--- src/rtl/bkm_shift_add_iter.sv ---
// BKM E-mode shift-and-add iterator: X(n+1) = X(n) + d(n)*(X(n) >>> n).
// Drives an external combinational shifter and folds its output back into X.
module bkm_shift_add_iter #(
    parameter int   W       = 8,
    parameter int   LOG2W   = 3,
    parameter int   ITERS   = 4,
    parameter logic SH_DIR  = 1'b1,
    parameter logic SH_TYPE = 1'b1
) (
    input  logic             clk,
    input  logic             rst,
    input  logic             start,
    input  logic [W-1:0]     x_in,
    input  logic             d_valid,
    input  logic [1:0]       d,
    output logic             d_ready,
    output logic             sh_dir,
    output logic             sh_op,
    output logic             sh_shift_t,
    output logic [LOG2W-1:0] sh_sel,
    output logic [W-1:0]     sh_in,
    input  logic [W-1:0]     sh_out,
    output logic             busy,
    output logic             done,
    output logic [W-1:0]     x_out,
    output logic             ovf
);

    typedef enum logic [1:0] {
        IDLE,
        RUN,
        DONE
    } state_t;

    localparam logic [LOG2W-1:0] N_LAST = LOG2W'(ITERS);
    localparam logic [LOG2W-1:0] N_ONE  = LOG2W'(1);

    state_t           state_q, state_d;
    logic [W-1:0]     x_q, x_d;
    logic [LOG2W-1:0] n_q, n_d;
    logic             ovf_q, ovf_d;

    logic [W:0] x_ext;
    logic [W:0] s_ext;
    logic [W:0] sum;

    assign x_ext = {x_q[W-1], x_q};
    assign s_ext = {sh_out[W-1], sh_out};

    // Sum is one bit wider than X so a wrap shows up as sum[W] != sum[W-1]
    always_comb begin
        case (d)
            2'b01:   sum = x_ext + s_ext;
            2'b11:   sum = x_ext - s_ext;
            default: sum = x_ext;
        endcase
    end

    always_comb begin
        state_d = state_q;
        x_d     = x_q;
        n_d     = n_q;
        ovf_d   = ovf_q;
        case (state_q)
            IDLE: begin
                if (start) begin
                    x_d     = x_in;
                    n_d     = N_ONE;
                    ovf_d   = 1'b0;
                    state_d = RUN;
                end
            end
            RUN: begin
                if (d_valid) begin
                    x_d = sum[W-1:0];
                    if (sum[W] != sum[W-1]) begin
                        ovf_d = 1'b1;
                    end
                    if (n_q == N_LAST) begin
                        state_d = DONE;
                    end else begin
                        n_d = n_q + N_ONE;
                    end
                end
            end
            DONE:    state_d = IDLE;
            default: state_d = IDLE;
        endcase
    end

    always_ff @(posedge clk) begin
        if (rst) begin
            state_q <= IDLE;
            x_q     <= '0;
            n_q     <= '0;
            ovf_q   <= 1'b0;
        end else begin
            state_q <= state_d;
            x_q     <= x_d;
            n_q     <= n_d;
            ovf_q   <= ovf_d;
        end
    end

    assign d_ready    = (state_q == RUN);
    assign busy       = (state_q != IDLE);
    assign done       = (state_q == DONE);
    assign sh_dir     = SH_DIR;
    assign sh_op      = 1'b0;
    assign sh_shift_t = SH_TYPE;
    assign sh_sel     = n_q;
    assign sh_in      = x_q;
    assign x_out      = x_q;
    assign ovf        = ovf_q;

endmodule

--- config.mk ---
export PLATFORM = sky130hd
export DESIGN_NAME = bkm_shift_add_iter
export DESIGN_NICKNAME = d
export VERILOG_FILES = /design/src/rtl/bkm_shift_add_iter.sv
export SDC_FILE = /design/constraint.sdc
export NUM_CORES = 1
export LEC_CHECK = 0
export ABC_AREA = 0
export BUFFER_PORTS_ARGS = -buffer_cell sky130_fd_sc_hd__buf_2
export CAP_MARGIN = 20
export CORE_AREA = 2 2 58 60
export CTS_CLUSTER_SIZE = 10
export DETAILED_ROUTE_END_ITERATION = 10
export DIE_AREA = 0 0 60 62
export HOLD_SLACK_MARGIN = 0.15
export PLACE_DENSITY = 0.79
export RECOVER_POWER = 100
export SYNTH_ARGS = -nofsm -noshare
export SYNTH_HDL_FRONTEND = slang
export SYNTH_SLANG_ARGS = --single-unit
--- constraint.sdc ---
create_clock -name clk -period 2.7 [get_ports clk]
set_clock_uncertainty 0.05 [all_clocks]
set_input_delay 0.54 -clock clk [delete_from_list [all_inputs] [get_ports clk]]
set_output_delay 0.54 -clock clk [all_outputs]
set_load 0.01 [all_outputs]
==> impl_metrics.ini <==
[status]
status = complete, no violations

[cells_and_area]
fillers = 276
area_growth_pct = 46.14
seqCellArea_sq_um = 280.3
layout_common_cells = buf_4, buf_2, clkbuf_1, nor2_1, dfxtp_1
nets = 264
layout.cells.non_filler = 275
drive_gt1_share_pct = 36.68
insertedDiodeCount = 0
utilization_pct = 59.58
layout_commonest_cell = buf_4
multi_input_comb_area_sq_um = 1002

[synth]
ys_seq_elements = 14
synth_mux_area_share_pct = 0
syn-cell-area_sq_um = 1296
synthCells = 164
synth_area_per_cell_sq_um = 7.904
synth_top_area_cell = dfxtp_1
synth.distinct_cells = 44
synth_top_area_share_pct = 21.62
synth_edf_count = 0
synth_fa_ha_area_share_pct = 12.16
ys_seq_area_share_pct = 21.62
synth-async-reset-ratio_pct = 0
yosys_warnings = 0
synthFlopType = dfxtp_1
synth-simple-area-share_pct = 22.20
synth_top_family_by_area = simple AND/OR/NAND/NOR gates
synthXorXnorAreaFrac_pct = 10.62
synth_area_leaders = dfxtp_1, ha_1, xnor2_1
synth_compound_area_share_pct = 21.24

[sta]
setup_ws_ps = 30.08
hold_ws_ps = 457.7
final.period_utilization_pct = 98.89
final.min_clock_period_ps = 2670
final-setup-viol-count = 0
tightestPinTransition_ps = 502.7
maxSlewViolCount = 0
rsz0062_at_grt = true
slew_headroom_pct = 66.48
hold_viol = 0
fmax_ghz = 0.3745

[pwr]
p_comb_share_pct = 53.8
cellPowerDensity_nw_per_um2 = 453.8
leakage_uw = 0.0008506
power.switching_uw = 306.1
pwr-share-clk_pct = 18.2
switching_share_pct = 35.60
internal_power_uw = 553.6
power.total_uw = 859.7
peakVddDrop_uv = 355.1
p_seq_share_pct = 28.0

[routing]
firstDrtPassIters = 4
drt-total-wl_um = 3358
viasPerCell = 4.895
routed-via-count = 1346
wl_per_cell_um = 12.21
drc = 0
drtIter0Drc = 42
ant_nets = 0

[place]
port_buffers = 44
dp.cells = 263
post-dp-hpwl_um = 2525
gp_congestion = 0.7898
place_ws_ps = -320.0

[global_route]
grt_pass1_vias = 1205
grt_pass1_wl_um = 5416
grt_overflow = 0
grt_usage_pct = 19.46
antenna_found_initial = 0
grt_max_degree = 16

[clocking]
hold_buffers = 0
clkTransAtPathRegs_ps = 100
cts_tree = done
clock_path_buffers = 2
cts_htree_levels = 1
cts_buffers = 3
clk_latency_ps = 290
cts_root_buffer = clkbuf_4
cts_sinks = 14

[worst_setup_path]
critPathKind = input pin to flip-flop
crit_fanout = 3
required_ps = 2840
reg2regPathDepth = 10
arrival_ps = 2810
cp-start-kind = input pin
end_kind = flip-flop

[floorplanning]
rows = 21
die_h_um = 62
initial_core_util_pct = 40.77
die_x_um = 60
die_area_sq_um = 3720
io_pins = 48
core_sq_um = 3179

[run]
drv_cap = 0

[worst_hold_path]
hold_path.class = input pin to flip-flop
hold_path_depth = 3
## power groups by stage
stage	Clock [uW]	Combinational (uW)	Sequential, uW
2_1_floorplan	0	266	247
3_3_place_gp	0	394	245
3_5_place_dp	0	402	245
4_1_cts	161	423	241
5_1_grt	169	508	244
6_report	156	463	241
## stage by stage
stage,TNS (ps),area [sq um]
after CTS,0,1818
after global placement,-472.8,1703
final,0,1894
after floorplan,-86.29,1359
after global routing,-89.69,1894
after detailed placement,-777.5,1703
## area by class of cell
cell class	count	share of cell area [%]
repair buffers	77	25.17
well taps	46	3.038
inverters	11	2.180
multi-input cells	123	52.91
clock buffers	4	1.915
flip-flops and latches	14	14.80
## flip-flops by register name (all words and copies together), names as in the netlist
register	count
ovf	1
sh_in	8
sh_sel	3
state_q	2
## per-layer routing
layer	vias up	track usage [%]	wire [um]
met2	38	33.23	1696
met1	612	24.50	1478
li1	694	-	-
met4	0	5.714	19
met5	-	0	0
met3	2	4.555	164
## worst paths after layout
kind	start	end	slack, ps
worst max-delay path	sh_out[2]	ovf	30
worst min-delay path	x_in[2]	sh_in[2]	460
worst max register to register	sh_in[0]	sh_in[6]	420
worst min register to register	sh_sel[1]	sh_sel[1]	470
## cells by family (layout without fill, tap and decap cells)
group	count (synthesis)	in the layout
buffers and inverters	28	92
other	2	3
DFF	14	14
AOI/OAI and AO/OA	40	40
adders and majority gates	12	12
and+or+nand+nor	54	54
xor gates and xnor gates	14	14
## critical path, stage by stage
cell	delay, ps
buf_8	90
nor2_4	40
buf_4	120
buf_4	120
a21oi_2	140
xnor2_1	90
ha_1	320
a21o_1	210
buf_6	120
a31oi_4	130
nand4b_1	120
o311ai_2	110
xor3_1	460
a22o_1	200
## what timing repair did
action                     4_1_cts  5_1_grt
setup endpoints to repair        1        3
pin swaps                       17       17
buffers inserted                 7        3
gates resized for setup          8       21
## cell usage after synthesis, types with 2 or more instances
library cell  number
a21o_1             3
inv_1              9
nor3_1             3
buf_4             11
a22oi_1            2
conb_1             2
a211oi_1           7
o22ai_1            2
nand2_1            7
nand2b_1           3
nor3b_1            3
a31oi_1            4
buf_2              3
nor2b_1            2
nor2_1            18
a311oi_1           3
o21a_1             2
xnor2_1           11
clkbuf_1           3
ha_1              11
dfxtp_1           14
xor2_1             2
nand3_1            4
a21oi_1           10
and2_1             6
(Power assumes the default switching activity.)
